<file path="config.mk">
export PLATFORM = sky130hd
export DESIGN_NAME = prog_loader
export DESIGN_NICKNAME = d
export VERILOG_FILES = /design/src/rtl/prog_loader.sv
export SDC_FILE = /design/constraint.sdc
export NUM_CORES = 1
export LEC_CHECK = 0
export ABC_AREA = 1
export CAP_MARGIN = 0
export CORE_ASPECT_RATIO = 0.6
export CORE_MARGIN = 2
export CORE_UTILIZATION = 45
export DETAILED_ROUTE_END_ITERATION = 10
export PLACE_DENSITY = 0.81
export SLEW_MARGIN = 20
export SYNTH_ARGS = -nofsm -noshare
export SYNTH_HDL_FRONTEND = slang
export SYNTH_SLANG_ARGS = --single-unit
export TNS_END_PERCENT = 50
</file>
<file path="constraint.sdc">
create_clock -name CLK -period 2.7 [get_ports CLK]
set_input_delay 0.405 -clock CLK [delete_from_list [all_inputs] [get_ports CLK]]
set_output_delay 0.405 -clock CLK [all_outputs]
set_load 0.01 [all_outputs]
</file>
<file path="src/rtl/prog_loader.sv">
// prog_loader: writer side of the SAP-1 RAM programming port. Streams words into RAM at consecutive
// addresses, then releases the control unit by raising run. Define PROG_READBACK_EN for per-word read-back.
module prog_loader #(
    parameter int ADDR_W     = 4,
    parameter int DATA_W     = 8,
    parameter int WR_PULSE   = 1,
    parameter int START_ADDR = 0
) (
    input  logic              CLK,
    input  logic              CLR,
    input  logic              start,
    input  logic              in_valid,
    input  logic [DATA_W-1:0] in_data,
    input  logic              in_last,
    output logic              in_ready,
    input  logic [DATA_W-1:0] rd_data,
    output logic [ADDR_W-1:0] addr_out,
    output logic [DATA_W-1:0] data_out,
    output logic              nLm,
    output logic              nWE,
    output logic              nCE,
    output logic              run,
    output logic              busy,
    output logic              done,
    output logic              err,
    output logic [ADDR_W:0]   count
);

    localparam logic [ADDR_W-1:0] START_PTR  = ADDR_W'(START_ADDR);
    localparam logic [3:0]        PULSE_LAST = 4'(WR_PULSE - 1);

    typedef enum logic [2:0] {
        S_IDLE,
        S_ACCEPT,
        S_SET_ADDR,
        S_WRITE,
`ifdef PROG_READBACK_EN
        S_VERIFY,
`endif
        S_NEXT,
        S_DONE
    } state_t;

    state_t            state_q, state_d;
    logic              in_ready_q, in_ready_d;
    logic [ADDR_W-1:0] addr_out_q, addr_out_d;
    logic [DATA_W-1:0] data_out_q, data_out_d;
    logic              nlm_q, nlm_d;
    logic              nwe_q, nwe_d;
    logic              nce_q, nce_d;
    logic              run_q, run_d;
    logic              busy_q, busy_d;
    logic              done_q, done_d;
    logic              err_q, err_d;
    logic [ADDR_W:0]   count_q, count_d;
    logic [ADDR_W-1:0] ptr_q, ptr_d;
    logic              last_q, last_d;
    logic [3:0]        pcnt_q, pcnt_d;

`ifndef PROG_READBACK_EN
    logic unused_rd_data;
    assign unused_rd_data = ^rd_data;
`endif

    always_comb begin
        // NOTE: every _d starts as its _q so no path through the case leaves a signal unassigned (no latches).
        state_d    = state_q;
        in_ready_d = in_ready_q;
        addr_out_d = addr_out_q;
        data_out_d = data_out_q;
        nlm_d      = nlm_q;
        nwe_d      = nwe_q;
        nce_d      = nce_q;
        run_d      = run_q;
        busy_d     = busy_q;
        done_d     = done_q;
        err_d      = err_q;
        count_d    = count_q;
        ptr_d      = ptr_q;
        last_d     = last_q;
        pcnt_d     = pcnt_q;

        case (state_q)
            S_IDLE, S_DONE: begin
                if (start) begin
                    state_d    = S_ACCEPT;
                    in_ready_d = 1'b1;
                    busy_d     = 1'b1;
                    run_d      = 1'b0;
                    done_d     = 1'b0;
                    err_d      = 1'b0;
                    count_d    = '0;
                    ptr_d      = START_PTR;
                end
            end

            S_ACCEPT: begin
                if (in_valid && in_ready_q) begin
                    data_out_d = in_data;
                    last_d     = in_last;
                    in_ready_d = 1'b0;
                    addr_out_d = ptr_q;
                    nlm_d      = 1'b0;
                    state_d    = S_SET_ADDR;
                end
            end

            S_SET_ADDR: begin
                nlm_d   = 1'b1;
                nwe_d   = 1'b0;
                pcnt_d  = '0;
                state_d = S_WRITE;
            end

            S_WRITE: begin
                if (pcnt_q == PULSE_LAST) begin
                    nwe_d = 1'b1;
`ifdef PROG_READBACK_EN
                    nce_d   = 1'b0;
                    pcnt_d  = '0;
                    state_d = S_VERIFY;
`else
                    count_d = count_q + 1'b1;
                    ptr_d   = ptr_q + 1'b1;
                    state_d = S_NEXT;
`endif
                end else begin
                    pcnt_d = pcnt_q + 1'b1;
                end
            end

`ifdef PROG_READBACK_EN
            // RAM output needs a cycle to settle after nCE falls; sample on the second cycle.
            S_VERIFY: begin
                if (pcnt_q == 4'd0) begin
                    pcnt_d = 4'd1;
                end else begin
                    nce_d = 1'b1;
                    if (rd_data != data_out_q) begin
                        err_d = 1'b1;
                    end
                    count_d = count_q + 1'b1;
                    ptr_d   = ptr_q + 1'b1;
                    state_d = S_NEXT;
                end
            end
`endif

            S_NEXT: begin
                // A pointer that has wrapped back to the start means every RAM word was used without in_last.
                if (last_q || (ptr_q == START_PTR)) begin
                    state_d = S_DONE;
                    busy_d  = 1'b0;
                    done_d  = 1'b1;
                    run_d   = 1'b1;
                    if (!last_q) begin
                        err_d = 1'b1;
                    end
                end else begin
                    state_d    = S_ACCEPT;
                    in_ready_d = 1'b1;
                end
            end

            default: begin
                state_d = S_IDLE;
            end
        endcase
    end

    always_ff @(posedge CLK) begin
        // NOTE: non-blocking assignments so every flop samples the pre-edge value of the others.
        if (CLR) begin
            state_q    <= S_IDLE;
            in_ready_q <= 1'b0;
            addr_out_q <= START_PTR;
            data_out_q <= '0;
            nlm_q      <= 1'b1;
            nwe_q      <= 1'b1;
            nce_q      <= 1'b1;
            run_q      <= 1'b0;
            busy_q     <= 1'b0;
            done_q     <= 1'b0;
            err_q      <= 1'b0;
            count_q    <= '0;
            ptr_q      <= START_PTR;
            last_q     <= 1'b0;
            pcnt_q     <= '0;
        end else begin
            state_q    <= state_d;
            in_ready_q <= in_ready_d;
            addr_out_q <= addr_out_d;
            data_out_q <= data_out_d;
            nlm_q      <= nlm_d;
            nwe_q      <= nwe_d;
            nce_q      <= nce_d;
            run_q      <= run_d;
            busy_q     <= busy_d;
            done_q     <= done_d;
            err_q      <= err_d;
            count_q    <= count_d;
            ptr_q      <= ptr_d;
            last_q     <= last_d;
            pcnt_q     <= pcnt_d;
        end
    end

    assign in_ready = in_ready_q;
    assign addr_out = addr_out_q;
    assign data_out = data_out_q;
    assign nLm      = nlm_q;
    assign nWE      = nwe_q;
    assign nCE      = nce_q;
    assign run      = run_q;
    assign busy     = busy_q;
    assign done     = done_q;
    assign err      = err_q;
    assign count    = count_q;

endmodule

</file>
==> key figures, run 1 <==
Routing
  – DR vias: 1533
  – Routed wl met3: 164 microns
  – DRT Pass-1 Iters: 4
  – Routed Antenna Nets: 0
  – Vias per Instance: 4.87
  – WL final: 3610 microns
  – Drc violations: 0
  – Routed met2 length: 1520 microns
  – Met1 WL: 1870 microns
  – DR WL/cell: 11.5 microns
  – Top Metal Used: met4
  – Iteration-0 DRC count of the detailed router: 93

Clock network
  – # hold bufs at CTS: 0
  – CTS H-tree lvls: 2
  – Clock root cell: clkbuf_8
  – Worst-path clk slew: 0.07 ns
  – CTS Buf Count: 5
  – CTS tree: yes
  – Clock Path Buffers: 2
  – Clk Latency, worst-skew pair: 0.29 ns
  – Clock sink count: 35
  – Post-CTS Setup Inserts: 0
  – Post-CTS sizing: 0

Finish
  – Number of non-filler instances in the completed layout: 315
  – # fillers: 338
  – Area growth from synthesis to final layout: 26.3%
  – Fin nets: 295
  – Register area: 701 sq um
  – ANT cells: 0
  – Share of cells above drive strength 1: 7.09%
  – Most frequent cells in the layout: nor2_1 (44), nand2_1 (38), clkdlybuf4s50_1 (36)
  – Most common cell after layout, fill and taps aside: nor2_1
  – Multi-input combinational cell area: 828 sq um

Critical path
  – Crit-path cells: clkdlybuf4s50_1 > nand2_1 > nor3_4 > buf_4 > inv_1 > o21ai_0 > a21oi_1
  – Critical Path Source Type: primary input
  – Worst endpoint required time: 2.86 ns
  – Worst Path Buf+Inv: 3
  – Worst Path Class, Setup: primary input to register
  – CP max FO: 17
  – CP top delay family: buffers and inverters
  – Slowest cell on crit path: clkdlybuf4s50_1
  – Reg2reg start: state_q[1]
  – Setup slack, reg-to-reg: 1.04 ns
  – Worst Path Arrival: 1.89 ns
  – CP Capture Type: register
  – FF-to-FF End: pcnt_q[1]
  – Worst R2R Path Depth: 7
  – CP peak stage delay: 0.45 ns

Global route
  – Global-route wire length before repair: 6160 microns
  – Antenna violations before repair: 0
  – Largest net degree at the start of global routing: 25
  – GRT overflow: 0
  – Vias in the first global route: 1420
  – Gr usage total: 18.2%

Placed design
  – Gpl congestion: 0.833
  – Buffers added on ports: 36
  – DPL Wire Length: 2610 microns
  – Placed cells: 309

Timing
  – Worst-Margin Slew: 0.658 ns
  – WHS: 0.460 ns
  – Max-slew headroom: 56.1%
  – Highest Clock Rate: 577 MHz
  – Fin crit share: 64.2%
  – Crit path time final: 1.73 ns
  – Final setup TNS: 0 ns
  – RSZ-0062 raised after global routing: no
  – Final setup fails: 0
  – Clk_skew: 0.00503 ns
  – Slew Viols, Final: 0
  – Fin. Hold Viols: 0

Die
  – Die height: 51.6 microns
  – Io pins: 46
  – Row count: 17
  – Die ar.: 4300 sq um
  – Placeable Area: 3640 sq um
  – Initial core utilization: 46.7%
  – DIE WIDTH: 83.3 microns

Worst hold path
  – Hold path cells: 2
  – Beginning of the worst hold path: err
  – Worst Hold Class: register to register
  – Hold Path Sink: err

Synth
  – Post-Syn Area: 1700 sq um
  – Sequential fraction of the synthesis area: 41.3%
  – Mapped Cells: 233
  – Avg Synthesized Cell Area: 7.29 sq um
  – Mapped Nets: 259
  – Synth Register Bits: 35
  – YS warnings: 0
  – Cell variety after synth: 24

Flow run
  – MaxCap Viol Count: 0

Power and ir drop
  – Leak Pwr: 0.000937 uW
  – Power per cell area: 835 nW/um^2
  – Power Total: 1790 uW
  – VDD IR-drop max: 0.406 mV

Run status
  – Outcome: finished, final reports clean
[metrics by stage]
stage | instance area [sq um] | utilization [%] | setup slack, ns
6_report | 2140 | 59.0 | 0.966
5_1_grt | 2140 | 59.0 | 0.861
4_1_cts | 2140 | 59.0 | 0.975
3_5_place_dp | 2070 | 57.0 | 0.673
3_3_place_gp | 2070 | 57.0 | 0.718
2_1_floorplan | 1700 | - | 1.43
[report_power, final]
group	switching (uW)	internal, uW	leakage [uW]
registers	69.8	614	0.000285
clock network	176	172	0.0000371
logic	452	308	0.000615
[worst reg2reg max path: stages (launching register included)]
cell and delay (ns):
dfxtp_1 0.48, nand3_2 0.30, inv_2 0.21, nand2_4 0.12, nand2_1 0.19, inv_1 0.08
a21oi_1 0.12, nor2_1 0.05
[flip-flops by register name, indices dropped and copies added (netlist names)]
signal    cells
state_q       3
done          1
last_q        1
addr_out      4
nLm           1
in_ready      1
pcnt_q        4
count         5
err           1
data_out      8
ptr_q         4
busy          1
nWE           1
[metal layers]
metal	up-vias	track usage, %
met5	-	0
li1	812	-
met4	0	8.20
met3	8	5.24
met2	28	29.7
met1	685	22.8
[final cells by class]
type,count,share of cell area [%]
Clock buffer,6,3.38
Sequential cell,35,32.7
Inverter,29,5.08
Multi-Input combinational cell,160,38.6
Timing Repair Buffer,38,17.5
Tap cell,47,2.74
[cell families (layout without fill, tap and decap cells)]
group	after synthesis	in the layout	share of synthesized area, %
fa+ha+maj	5	5	3.68
flops	35	35	41.3
buf+inv	38	73	9.95
simple gates	112	112	31.8
other cells	1	1	0.221
xor+xnor	3	3	1.55
compound gates	39	39	11.5
[Yosys cell counts, drive strengths merged]
cell    count  area [sq um]
ha          5          62.6
xor2        3          26.3
nand4       6          52.6
nand2      43           194
dfxtp      35           701
nand3      15          97.6
clkbuf      2          7.51
inv        29           109
a21oi      20           100
o21ai      19          95.1
nor3        4          31.3
conb        1          3.75
nor2       44           165
buf         7          52.5
[worst max path at each step]
| stage | endpoint | startpoint | slack (ns) | cells after the start |
|---|---|---|---|---|
| 4_1_cts | last_q | in_valid | 0.98 | 7 |
| 3_3_place_gp | last_q | in_valid | 0.72 | 7 |
| 6_report | last_q | in_valid | 0.97 | 7 |
| 3_5_place_dp | last_q | in_valid | 0.67 | 7 |
| 2_1_floorplan | pcnt_q[0] | pcnt_q[0] | 1.43 | 8 |
| 5_1_grt | pcnt_q[1] | state_q[1] | 0.86 | 7 |
Power figures use the tool's default switching activity.
==> run 2: changes to the inputs <==
clock period = 1.78 ns   (was 2.7 ns; I/O delays follow)
==> run 2 against run 1 <==
Net effect: combinational power is 51% higher; worst hold slack better by 0.0046 ns; sequential cell count stayed put; via count is 0.39% higher; die area stayed put; non-clock buffer count is 3 higher; critical endpoint is now count[2]; largest power group unchanged.
==> key figures, run 2 (synthesized netlist as in run 1, its figures left out) <==
Global route
  – GRT overflow: 0 (unchanged)
  – Gr usage total: 18.8% (was 18.2%)
  – GRT Max-Usage Layer: met2 (unchanged)
  – Global-route wire length before repair: 6330 microns (was 6160 microns)
  – Vias in the first global route: 1462 (was 1420)
  – Largest net degree at the start of global routing: 25 (unchanged)
  – Met3 Use GR: 5.71% (was 5.24%)
  – Antenna violations before repair: 0 (unchanged)
  – GRT met2 Usage: 29.0% (was 29.7%)
  – Met1 usage: 24.6% (was 22.8%)

Timing
  – Setup ws final: 0.238 ns (was 0.966 ns)
  – Final setup fails: 0 (unchanged)
  – Crit path time final: 1.54 ns
  – Slew Viols, Final: 0 (unchanged)
  – WHS: 0.464 ns (was 0.460 ns)
  – Max-slew headroom: 54.0% (was 56.1%)
  – Worst-Margin Slew: 0.689 ns (was 0.658 ns)
  – RSZ-0062 raised after global routing: no (unchanged)
  – Highest Clock Rate: 649 MHz
  – Clk_skew: 0.00601 ns (was 0.00503 ns)
  – Fin. Hold Viols: 0 (unchanged)
  – Final setup TNS: 0 ns (unchanged)
  – Fin crit share: 86.6%

Routing
  – Iteration-0 DRC count of the detailed router: 82 (was 93)
  – DR WL/cell: 11.3 microns (was 11.5 microns)
  – DRT Pass-1 Iters: 4 (unchanged)
  – Vias per Instance: 4.84 (was 4.87)
  – Drc violations: 0 (unchanged)
  – Routed Antenna Nets: 0 (unchanged)
  – DR vias: 1539 (was 1533)
  – WL final: 3590 microns (was 3610 microns)

Die
  – Die height: 51.6 microns (unchanged)
  – Io pins: 46 (unchanged)
  – Die ar.: 4300 sq um (unchanged)
  – Row count: 17 (unchanged)
  – DIE WIDTH: 83.3 microns (unchanged)
  – Initial core utilization: 46.7% (unchanged)
  – Placeable Area: 3640 sq um (unchanged)

Clock network
  – CTS Buf Count: 5 (unchanged)
  – Clock root cell: clkbuf_8 (unchanged)
  – Worst-path clk slew: 0.06 ns (was 0.07 ns)
  – # hold bufs at CTS: 0 (unchanged)
  – Clock sink count: 35 (unchanged)
  – Post-CTS Setup Inserts: 0 (unchanged)
  – Clk Latency, worst-skew pair: 0.29 ns (about the same)
  – CTS tree: yes (unchanged)
  – Clock Path Buffers: 2 (unchanged)
  – Post-CTS sizing: 0 (unchanged)
  – CTS H-tree lvls: 2 (unchanged)

Finish
  – Fin nets: 298 (was 295)
  – Register area: 701 sq um (unchanged)
  – Multi-input combinational cell area: 828 sq um (unchanged)
  – # fillers: 318 (was 338)
  – Number of non-filler instances in the completed layout: 318 (was 315)
  – ANT cells: 0 (unchanged)
  – Area growth from synthesis to final layout: 27.6% (was 26.3%)
  – Number of flip-flops under the largest register name: 8 (unchanged)
  – Most frequent cells in the layout: nor2_1 (44), nand2_1 (38), clkdlybuf4s50_1 (36) (unchanged)
  – Most common cell after layout, fill and taps aside: nor2_1 (unchanged)
  – Share of cells above drive strength 1: 8.12% (was 7.09%)

Critical path
  – CP max FO: 6 (was 17)
  – Worst Path Class, Setup: register to output port (was primary input to register)
  – CP peak stage delay: 0.57 ns (was 0.45 ns)
  – Crit-path cells: clkdlybuf4s50_1 (was clkdlybuf4s50_1 > nand2_1 > nor3_4 > buf_4 > inv_1 > o21ai_0 > a21oi_1)
  – Reg2reg start: state_q[0] (was state_q[1])
  – Critical Path Source Type: register (was primary input)
  – Worst Path Buf+Inv: 1 (was 3)
  – Slowest cell on crit path: clkdlybuf4s50_1 (unchanged)
  – CP top delay family: buffers and inverters (unchanged)
  – Worst Path Arrival: 1.27 ns (was 1.89 ns)
  – Worst endpoint required time: 1.51 ns (was 2.86 ns)
  – CP Capture Type: output port (was register)
  – Worst setup startpoint: count[2] (was in_valid)

Power and ir drop
  – Leak Pwr: 0.000952 uW (was 0.000937 uW)
  – VDD IR-drop max: 0.794 mV (was 0.406 mV)
  – Power per cell area: 1250 nW/um^2 (was 835 nW/um^2)
  – Power Total: 2710 uW (was 1790 uW)

Placed design
  – Worst slack, placed: 0.117 ns (was 0.673 ns)
  – Buffers added on ports: 36 (unchanged)
  – DPL Wire Length: 2610 microns (about the same)
  – Gpl congestion: 0.780 (was 0.833)
  – Placed cells: 312 (was 309)

Run status
  – Outcome: finished, final reports clean (unchanged)

Worst hold path
  – Beginning of the worst hold path: nLm (was err)
  – Worst Hold Class: register to register (unchanged)

Flow run
  – MaxCap Viol Count: 0 (unchanged)
[run 2: layout make-up]
| type | count | area share, % |
|---|---|---|
| timing repair buffer | 41 | 18.4 |
| clock buffer | 6 | 3.35 |
| multi-input combinational | 160 | 38.2 |
| inverter | 29 | 5.02 |
| tap | 47 | 2.71 |
| sequential | 35 | 32.3 |
[run 2: worst paths after layout]
check              endpoint  slack (ns)  depth (start not counted)
hold / removal          nLm        0.46                          2
setup / recovery   count[2]        0.24                          1
setup reg to reg  pcnt_q[1]        0.29                          7
hold reg to reg         nLm        0.46                          2
[run 2: metal layers]
metal	up-vias	wire, microns
li1	815	-
met4	0	21
met1	690	1810
met5	-	0
met2	32	1570
met3	2	188
[run 2: worst register-to-register path, stage by stage (launching register included)]
cell and delay, ns:
dfxtp_1 0.46, nand3_2 0.24, inv_2 0.14, nand2_4 0.10
nand2_1 0.20, inv_1 0.08, a21oi_1 0.12, nor2_1 0.05
[run 2: per-stage QoR]
step | utilization [%] | instance area [sq um]
2_1_floorplan | - | 1700
3_5_place_dp | 57.6 | 2090
4_1_cts | 59.6 | 2170
3_3_place_gp | 57.6 | 2090
6_report | 59.6 | 2170
5_1_grt | 59.6 | 2170
[run 2: power breakdown]
group / leakage, uW / internal (uW) / switching (uW) / total, uW
sequential: 0.000285 / 931 / 106 / 1040
combinational: 0.000630 / 473 / 674 / 1150
clock: 0.0000371 / 261 / 264 / 524
==> run 3: changes to the inputs <==
CELL_PAD_IN_SITES_DETAIL_PLACEMENT = 0   (was not set)
CELL_PAD_IN_SITES_GLOBAL_PLACEMENT = 1   (was not set)
CORE_UTILIZATION = 34   (was 45)
PLACE_DENSITY = 0.86   (was 0.81)
SKIP_LAST_GASP = 1   (was not set)
==> run 3 against run 2 <==
Net effect: global-route usage shrank 3.2 points; wire length grew 5.1%; clock skew grew 0.0021 ns; clock power rose by 7.8%; sequential cell count unchanged; critical path depth unchanged; register-to-register slack gained 0.04 ns; first-iteration DRC count decreased by 46%; maximum frequency down 0.48%; design area grew 1.3%; sequential power hardly changed.
==> key figures, run 3 (synthesized netlist as in run 1, its figures left out) <==
Clock network
  – Post-CTS sizing: 0 (unchanged)
  – Clock Path Buffers: 2 (unchanged)
  – Clock sink count: 35 (unchanged)
  – Clk Latency, worst-skew pair: 0.30 ns (was 0.29 ns)
  – CTS Buf Count: 5 (unchanged)
  – Clock root cell: clkbuf_8 (unchanged)
  – CTS H-tree lvls: 2 (unchanged)
  – CTS tree: yes (unchanged)
  – Post-CTS Setup Inserts: 0 (unchanged)
  – # hold bufs at CTS: 0 (unchanged)
  – Worst-path clk slew: 0.07 ns (was 0.06 ns)

Timing
  – Highest Clock Rate: 646 MHz (was 649 MHz)
  – Fin crit share: 87.0% (was 86.6%)
  – Setup ws final: 0.231 ns (was 0.238 ns)
  – RSZ-0062 raised after global routing: no (unchanged)
  – Final setup fails: 0 (unchanged)
  – Fin. Hold Viols: 0 (unchanged)
  – Clk_skew: 0.00808 ns (was 0.00601 ns)
  – Crit path time final: 1.55 ns (was 1.54 ns)
  – Slew Viols, Final: 0 (unchanged)
  – Final setup TNS: 0 ns (unchanged)
  – WHS: 0.448 ns (was 0.464 ns)

Routing
  – WL final: 3770 microns (was 3590 microns)
  – Iteration-0 DRC count of the detailed router: 44 (was 82)
  – DR WL/cell: 11.2 microns (was 11.3 microns)
  – DR vias: 1554 (was 1539)
  – Vias per Instance: 4.63 (was 4.84)
  – DRT Pass-1 Iters: 4 (unchanged)
  – Routed Antenna Nets: 0 (unchanged)
  – Drc violations: 0 (unchanged)

Placed design
  – Gpl congestion: 0.860 (was 0.780)
  – Worst slack, placed: 0.133 ns (was 0.117 ns)
  – DPL Wire Length: 2680 microns (was 2610 microns)
  – Buffers added on ports: 36 (unchanged)
  – Placed cell area: 2110 sq um (was 2090 sq um)

Worst hold path
  – Beginning of the worst hold path: err (was nLm)
  – Worst Hold Class: register to register (unchanged)

Power and ir drop
  – Leak Pwr: 0.000955 uW (was 0.000952 uW)
  – P_int: 1680 uW (was 1660 uW)
  – Logic pwr share: 41.6% (was 42.4%)
  – VDD IR-drop max: 0.736 mV (was 0.794 mV)
  – Clock share of power: 20.6% (was 19.4%)
  – Psw: 1070 uW (was 1040 uW)
  – Sw Ratio: 39.0% (was 38.5%)
  – Register share of total power: 37.8% (was 38.3%)
  – Power per cell area: 1250 nW/um^2 (about the same)

Critical path
  – Worst Path Arrival: 1.28 ns (was 1.27 ns)
  – CP max FO: 5 (was 6)
  – Critical Path Source Type: register (unchanged)
  – Reg2reg start: pcnt_q[0] (was state_q[0])
  – CP Capture Type: output port (unchanged)
  – Slowest cell on crit path: clkdlybuf4s50_1 (unchanged)
  – Worst setup startpoint: count[0] (was count[2])
  – Worst Path Buf+Inv: 1 (unchanged)
  – Worst endpoint required time: 1.51 ns (about the same)
  – Crit-path cells: clkdlybuf4s50_1 (unchanged)
  – CP top delay family: buffers and inverters (unchanged)
  – Worst Path Class, Setup: register to output port (unchanged)
  – CP peak stage delay: 0.57 ns (about the same)

Global route
  – Antenna violations before repair: 0 (unchanged)
  – GRT Max-Usage Layer: met2 (unchanged)
  – Largest net degree at the start of global routing: 25 (unchanged)
  – Global-route wire length before repair: 6610 microns (was 6330 microns)
  – GRT overflow: 0 (unchanged)
  – Met3 Use GR: 4.35% (was 5.71%)
  – Gr usage total: 15.5% (was 18.8%)
  – GRT met2 Usage: 24.2% (was 29.0%)
  – Vias in the first global route: 1486 (was 1462)
  – Met1 usage: 20.5% (was 24.6%)

Finish
  – Most common cell after layout, fill and taps aside: nor2_1 (unchanged)
  – Area growth from synthesis to final layout: 29.3% (was 27.6%)
  – ANT cells: 0 (unchanged)
  – Final Util: 46.9% (was 59.6%)
  – Fin nets: 298 (unchanged)
  – Number of flip-flops under the largest register name: 8 (unchanged)
  – Most frequent cells in the layout: nor2_1 (44), nand2_1 (38), clkdlybuf4s50_1 (36) (unchanged)
  – Final non-filler cell area: 2200 sq um (was 2170 sq um)
  – Share of cells above drive strength 1: 8.42% (was 8.12%)

Die
  – Die ar.: 5590 sq um (was 4300 sq um)
  – Placeable Area: 4680 sq um (was 3640 sq um)
  – Row count: 19 (was 17)
  – DIE WIDTH: 95.2 microns (was 83.3 microns)
  – Die height: 58.7 microns (was 51.6 microns)
  – Initial core utilization: 36.3% (was 46.7%)
  – Io pins: 46 (unchanged)

Run status
  – Outcome: finished, final reports clean (unchanged)

Flow run
  – MaxCap Viol Count: 0 (unchanged)
## run 3: layer usage
layer | vias up | routed length (microns)
met5 | - | 0
li1 | 818 | -
met1 | 694 | 1900
met2 | 37 | 1590
met4 | 0 | 50
met3 | 5 | 229
## run 3: path summary, 6_finish.rpt
check	to	slack (ns)	cells past startpoint
min reg2reg	err	0.45	2
max reg2reg	pcnt_q[1]	0.33	8
min	err	0.45	2
max	count[0]	0.23	1
## run 3: metrics by stage
stage          cells  total power, uW
2_1_floorplan    233             1860
3_3_place_gp     328             2200
3_5_place_dp     328             2210
4_1_cts          336             2790
5_1_grt          336             2980
6_report         336             2750
## run 3: final cells by class
cell class              instances  area, sq um
clock inverters                 1         5.00
multi-input cells             160          828
clock buffers                   7         76.3
inverters                      29          109
fillers                       464         2490
flip-flops and latches         35          701
well taps                      63         78.8
repair buffers                 41          398
## run 3: power groups by stage
stage	Sequential [uW]	Combinational, uW	Clock [uW]
after floorplan	1090	769	0
after global placement	1050	1150	0
after detailed placement	1060	1150	0
after CTS	1040	1160	590
after global routing	1060	1310	613
final	1040	1140	565
## run 3: tightest hold or removal path, stage by stage, from the launching register on
cell and delay, ns:
dfxtp_1 0.31, inv_1 0.05, a21oi_1 0.05
